## src/rtl/press_event_controller.sv

```systemverilog
// -----------------------------------------------------------------------------
// press_event_controller
//
// Turns a raw pushbutton level into single-cycle press events (short, long,
// double). The raw level is synchronised, debounced, and then classified by a
// small FSM that reuses one shared timer for both the press-hold phase and the
// inter-press gap phase.
//
// Ports
//   clk           in   1  system clock, rising edge
//   resetn        in   1  asynchronous active-low reset
//   in            in   1  raw button level (asynchronous), 1 = pressed
//   short_press   out  1  1-cycle pulse: single press released before LONG_T
//   long_press    out  1  1-cycle pulse: button held for LONG_T ticks
//   double_press  out  1  1-cycle pulse: second press started within GAP_T
//   held          out  1  level: high while a long press is being held
// -----------------------------------------------------------------------------
module press_event_controller #(
    parameter int CLK_PERIOD_ns  = 20,
    parameter int DEBOUNCE_ns    = 60,
    parameter int PRESS_TIMER_ns = 500,
    parameter int DOUBLE_GAP_ns  = 300
) (
    input  logic clk,
    input  logic resetn,
    input  logic in,
    output logic short_press,
    output logic long_press,
    output logic double_press,
    output logic held
);

    // Tick counts, clamped to at least one so tiny parameter values still work.
    localparam int DEB_RAW  = DEBOUNCE_ns / CLK_PERIOD_ns;
    localparam int LONG_RAW = PRESS_TIMER_ns / CLK_PERIOD_ns;
    localparam int GAP_RAW  = DOUBLE_GAP_ns / CLK_PERIOD_ns;
    localparam int DEB_T    = (DEB_RAW  < 1) ? 1 : DEB_RAW;
    localparam int LONG_T   = (LONG_RAW < 1) ? 1 : LONG_RAW;
    localparam int GAP_T    = (GAP_RAW  < 1) ? 1 : GAP_RAW;
    localparam int MAX_DL   = (DEB_T > LONG_T) ? DEB_T : LONG_T;
    localparam int MAX_T    = (MAX_DL > GAP_T) ? MAX_DL : GAP_T;
    localparam int TW       = $clog2(MAX_T + 1);

    localparam logic [TW-1:0] DEB_LAST  = TW'(DEB_T - 1);
    localparam logic [TW-1:0] LONG_LAST = TW'(LONG_T - 1);
    localparam logic [TW-1:0] GAP_LAST  = TW'(GAP_T - 1);

    localparam logic [2:0] IDLE      = 3'd0;
    localparam logic [2:0] PRESS1    = 3'd1;
    localparam logic [2:0] LONG_HOLD = 3'd2;
    localparam logic [2:0] GAP       = 3'd3;
    localparam logic [2:0] WAIT_REL  = 3'd4;

    logic          sync1;
    logic          in_s;
    logic          btn;
    logic [TW-1:0] deb_cnt;
    logic [TW-1:0] timer;
    logic [2:0]    state;
    logic [2:0]    state_nx;
    logic          short_nx;
    logic          long_nx;
    logic          double_nx;

    // Two-flop synchroniser for the asynchronous button pin.
    // NOTE: sequential state uses non-blocking assignments so every flop samples
    // the pre-edge value of its neighbours; blocking here would collapse the
    // two synchroniser stages into one.
    always_ff @(posedge clk or negedge resetn) begin
        if (!resetn) begin
            sync1 <= 1'b0;
            in_s  <= 1'b0;
        end else begin
            sync1 <= in;
            in_s  <= sync1;
        end
    end

    // Debounce: count while the synchronised level disagrees with the accepted
    // level; accept the new level on the DEB_T-th consecutive disagreeing cycle.
    always_ff @(posedge clk or negedge resetn) begin
        if (!resetn) begin
            btn     <= 1'b0;
            deb_cnt <= '0;
        end else if (in_s == btn) begin
            deb_cnt <= '0;
        end else if (deb_cnt == DEB_LAST) begin
            btn     <= ~btn;
            deb_cnt <= '0;
        end else begin
            deb_cnt <= deb_cnt + 1'b1;
        end
    end

    // Next-state and event decode. Release beats long-press in PRESS1; a new
    // press beats the short-press timeout in GAP.
    // NOTE: every signal gets a default before the case so no path can leave
    // it unassigned, which would otherwise infer a latch.
    always_comb begin
        state_nx  = state;
        short_nx  = 1'b0;
        long_nx   = 1'b0;
        double_nx = 1'b0;
        case (state)
            IDLE: begin
                if (btn) state_nx = PRESS1;
            end
            PRESS1: begin
                if (!btn) begin
                    state_nx = GAP;
                end else if (timer == LONG_LAST) begin
                    state_nx = LONG_HOLD;
                    long_nx  = 1'b1;
                end
            end
            LONG_HOLD: begin
                if (!btn) state_nx = IDLE;
            end
            GAP: begin
                if (btn) begin
                    state_nx  = WAIT_REL;
                    double_nx = 1'b1;
                end else if (timer == GAP_LAST) begin
                    state_nx = IDLE;
                    short_nx = 1'b1;
                end
            end
            WAIT_REL: begin
                if (!btn) state_nx = IDLE;
            end
            default: state_nx = IDLE;
        endcase
    end

    // Shared timer restarts on every state change and saturates at all-ones.
    always_ff @(posedge clk or negedge resetn) begin
        if (!resetn) begin
            state        <= IDLE;
            timer        <= '0;
            short_press  <= 1'b0;
            long_press   <= 1'b0;
            double_press <= 1'b0;
        end else begin
            state        <= state_nx;
            short_press  <= short_nx;
            long_press   <= long_nx;
            double_press <= double_nx;
            if (state_nx != state) begin
                timer <= '0;
            end else if (timer != '1) begin
                timer <= timer + 1'b1;
            end
        end
    end

    assign held = (state == LONG_HOLD);

endmodule

```

## config.mk

```make
export PLATFORM = sky130hd
export DESIGN_NAME = press_event_controller
export DESIGN_NICKNAME = d
export VERILOG_FILES = /design/src/rtl/press_event_controller.sv
export SDC_FILE = /design/constraint.sdc
export NUM_CORES = 1
export LEC_CHECK = 0
export ABC_CLOCK_PERIOD_IN_PS = 1500
export CAP_MARGIN = 20
export CORE_UTILIZATION = 50
export CTS_CLUSTER_SIZE = 25
export DETAILED_ROUTE_END_ITERATION = 10
export GPL_TIMING_DRIVEN = 0
export PLACE_DENSITY_LB_ADDON = 0.2
export SYNTH_ARGS = -nofsm -noshare
export SYNTH_HDL_FRONTEND = slang
export SYNTH_SLANG_ARGS = --single-unit
```

## constraint.sdc

```tcl
create_clock -name clk -period 1.5 [get_ports clk]
set_input_delay 0.375 -clock clk [delete_from_list [all_inputs] [get_ports clk]]
set_output_delay 0.375 -clock clk [all_outputs]
set_load 0.05 [all_outputs]
```

Yosys cells after proc, flatten, opt, wreduce, memory -nomap -nowiden. Cells that the tools add are included.

Bits in registers: 19. Bits in latches: 0. Bits in writable memories: 0. Memory bits (read-only): 0. Word-level logic and storage cells: 46. Memories kept: 0.

Add/subtract/negate cells: 2. $mul: 0. Div/mod/pow operators: 0. Order comparisons: 0. Equal/unequal tests: 10. Shifts and indexed selects: 0. Mux-type cells: 19. Bitwise logic cells: 2. Reductions and logical operators: 4.

Operator list (number): $mux 5 (4); $mux 3 (6); $pmux 3 s4 (1); $add 5x1->5 const B (2); $mux 1 (8); $eq 3x2->1 const B (2); $eq 5x2->1 const B (1); $eq 5x4->1 const B (1); $eq 5x5->1 const B (1); $ne 5x5->1 const B (1); $eq 3x1->1 const B (1); $eq 3x3->1 const B (1); $logic_not 3->1 (1); $ne 3x3->1 (1); $not 1->1 (2); $reduce_and 2->1 (1); $reduce_bool 2->1 (1); $reduce_or 2->1 (1); $eq 1x1->1 (1).

Logic depth before layout (Yosys ltp).
Depth after elaboration: 6. Gate-level depth with buffers: 6. Gate-level depth less buffers: 6.

Worst setup path after synthesis. No wires, ideal clock.

Kind: register to output. From: register state[2]. To: output held. Data arrival time: 1599 ps. Required time: 1125 ps. Slack: -474 ps. Cell stages (with the launch flop): 3. Buffers on the path: 1. Cell sequence: dfrtp_1 > buf_4 > nor3_1.

Cells in the longest elaborated chain, start to end: 1.

Ends and longest elaborated chain: from (decl) (line 59) `logic [2:0] state;`; from (signal assigned) (line 144) `state <= state_nx;`; $eq 3x2->1 (line 156) `assign held = (state == LONG_HOLD);`; to (decl) (line 30) `output logic held`.

No other way between the ends.

Worst setup path after layout.
From: register timer[0]. To: register timer[3].

Cells in the longest elaborated chain, start to end: 6.

Ends and longest elaborated chain: from (decl) (line 58) `logic [TW-1:0] timer;`; from (signal assigned) (line 151) `timer <= timer + 1'b1;`; $eq 5x4->1 or $eq 5x5->1 (tied branches) (line 123, 111); $mux 3 (on tied branches) (line 123, 111); $mux 3 (on tied branches) (line 120, 109); $pmux 3 s4 (line 104) `case (state)`; $ne 3x3->1 (line 148) `if (state_nx != state) begin`; $mux 5 or $reduce_bool 2->1 (tied branches).

Parallel ways exist; a longest one is shown, timed or not. The select of a mux whose other input is x is not followed. A chain may end at the register's enable or synchronous reset.

==> results <==
-- cells by family after synthesis --
family	Yosys count	share of synthesized area (%)
fa+ha+maj	6	7.71
simple gates	29	18.9
buf+inv	8	3.86
mux	3	3.21
xor+xnor	8	7.20
compound gates	12	10.3
flops	19	48.8
-- worst max-delay path: cells and delay by family, from the launching register on --
family / cells / cell delay [ns]
AOI/OAI and AO/OA: 1 / 0.11
xor gates and xnor gates: 1 / 0.19
adders and majority gates: 2 / 0.37
DFF: 1 / 0.44
and+or+nand+nor: 2 / 0.40
-- timing repair --
action                     in CTS  in global routing
buffers inserted                6                  5
cloned                          0                  0
resized for setup              24                 13
pin swaps                       3                  6
hold buffers                    0                  0
setup endpoints to repair      10                 14
-- registers in the layout (all words and copies together) (netlist names) --
name          flops
long_press        1
in_s              1
sync1             1
btn               1
timer             5
state             3
double_press      1
short_press       1
deb_cnt           5
-- layout make-up --
cell class / instances / area [um2] / share of cell area [%]
buffer: 4 / 38.8 / 3.04
clock buffer: 4 / 26.3 / 2.06
inverter: 4 / 20.0 / 1.57
multi-input combinational: 58 / 536 / 42.0
sequential: 19 / 475 / 37.3
tap: 25 / 31.3 / 2.45
timing repair buffer: 17 / 148 / 11.6
-- power groups by stage --
stage,Combinational (W),Clock (W),Sequential (W)
5_1_grt,0.00129,0.000304,0.000741
4_1_cts,0.000978,0.000275,0.000713
2_1_floorplan,0.000684,0,0.000734
3_3_place_gp,0.000865,0,0.000717
3_5_place_dp,0.000883,0,0.000723
6_report,0.00121,0.000272,0.000727
-- final timing paths --
check	cells past startpoint	slack (ns)	to	startpoint
max in group asynchronous	1	0.47	timer[0]	resetn
worst min register to register	0	0.37	in_s	sync1
worst max-delay path	6	-0.09	timer[3]	timer[0]
min in group asynchronous	1	0.53	deb_cnt[4]	resetn
worst min-delay path	0	0.37	in_s	sync1
worst max register to register	6	-0.09	timer[3]	timer[0]
-- through the flow --
step | std cells | setup TNS, ns | worst slack [ns]
global placement | 116 | -0.890 | -0.401
floorplan | 85 | 0 | 0.00554
detailed placement | 116 | -0.997 | -0.425
finish | 131 | -0.205 | -0.0891
CTS | 126 | -0.0879 | -0.0879
global route | 131 | -0.452 | -0.125
-- layout by cell type (no fill, tap or decap), types with 2 or more instances in the layout --
master and count:
a21oi_1 6, buf_4 11, buf_6 4, clkbuf_4 3
clkdlybuf4s15_2 3, clkdlybuf4s50_1 2, dfrtp_1 19, ha_1 3
ha_2 2, inv_1 2, mux2i_1 2, nand3_1 3
nand4b_1 2, nor2_1 7, nor2b_1 4, xnor2_1 3
xor2_1 5
-- metal layers --
metal	wire [um]	global-route usage [%]	vias up	share of wire [%]
li1	-	-	337	-
met1	879	24.2	365	41
met2	1060	31.0	21	50
met3	72	3.92	11	3.4
met4	104	17.6	0	4.9
met5	0	0	-	0
==> run_results.csv <==
group,metric,value,unit
clock_tree,htreeDepth,1,
clock_tree,clk-insertion-delay-late,0.30,ns
die,die_h,46.1,um
synth,synthTopCellsByArea,"dfrtp_1 (49%), ha_1 (7.7%), xor2_1 (4.5%)",
synth,ys_types,32,
synth,synth_top_area_share,48.8,%
synth,synthesis.nets,94,
status,status,"finished with violations",
timing,setup_violations,4,
grt,grt_max_degree,20,
routing,viasPerCell,5.60,
timing,fin_hold_ws,0.367,ns
timing,period_minus_slack,1.59,ns
clock_tree,cts_tree,"yes",
pwr,swShare,40.8,%
pwr,finalPower,0.00221,W
status,violations,"setup timing",
pwr,vdd_drop_max,0.957,mV
clock_tree,ctsLongestPathBuffers,2,
timing,slew_violations,0,
routing,wire_per_inst,16.2,um
synth,syn_area,973,um2
die,io_pins,7,
synth,synth_most_common_cell,"dfrtp_1",
run,maxCapViolations,0,
synth,synth_cells,85,
die,initial_core_util,54.6,%
finish,n_antenna_cell,0,
synth,postSynthAreaPerCell,11.5,um2
routing,firstDrtPassIters,6,
die,die_w,46.1,um
die,die-area,2130,um2
pwr,power.share.clock,12.3,%
pwr,power_switching,0.000903,W
die,num_rows,15,
synth,synth_flop_cell,"dfrtp_1",
placed_design,gp_congestion,0.780,
synth,yosysTopAreaCell,"dfrtp_1",
finish,final_util,71.5,%
critical_path,end_kind,"register",
grt,grt_pass1_vias,631,
critical_path,required,1.74,ns
finish,n_fill_cell,123,
grt,grt_remaining_overflow,0,
synth,synthTopCellsByCount,"dfrtp_1 (19), nor2_1 (8), a21oi_1 (6), ha_1 (6), xor2_1 (5)",
routing,drt-total-wl,2120,um
critical_path,cpPeakStageDelay,0.44,ns
routing,ant_nets,0,
pwr,pwr-share-seq,32.9,%
clock_tree,cts-root-buf,"clkbuf_4",
timing,relSlewSlack,45.6,%
finish,syn2layout_area_growth,31.0,%
timing,fmax,629,MHz
die,core,1780,um2
timing,tightest_slew,0.814,ns
grt,antenna_found_initial,0,
hold_path,hp-class,"register to register",
timing,skew,0.000597,ns
routing,drtIter0Drc,10,
synth,ys.warnings.count,0,
synth,postSynth.asyncResetShare,100,%
finish,final_nets,116,
timing,fin_ws,-0.0891,ns
critical_path,start_kind,"register",
synth,synth_seq_cells,19,
critical_path,path_class,"register to register",
clock_tree,numCtsBuffers,3,
clock_tree,clk_pin_slew,0.11,ns
placed_design,port-buffer-count,6,
finish,drive_above_1_share,36.8,%
finish,finalInstanceArea,1270,um2
synth,ys_seq_area_share,48.8,%
clock_tree,clock-sinks,19,
placed_design,hpwl,1080,um
critical_path,cp.arrival,1.83,ns
pwr,internal_power,0.00131,W
critical_path,cp_slowest_cell,"dfrtp_1",
routing,drc,0,
timing,finalHoldViolCount,0,
grt,grt_usage,20.3,%
timing,rsz0062_at_grt,"yes",
pwr,p_per_area,1740,nW/um2
pwr,power_frac_comb,54.8,%
critical_path,cp_max_fo,4,
routing,vias,734,
timing,fin_crit_sh,106,%
grt,grt_pass1_wl,2880,um
synth,synth_edf_count,0,
placed_design,placed_area,1080,um2
pwr,power_leakage,0.561,nW
critical_path,path_cells,"ha_2 > and3_4 > ha_4 > nand4b_1 > xor2_1 > a21oi_1",
(Power assumes the default switching activity.)
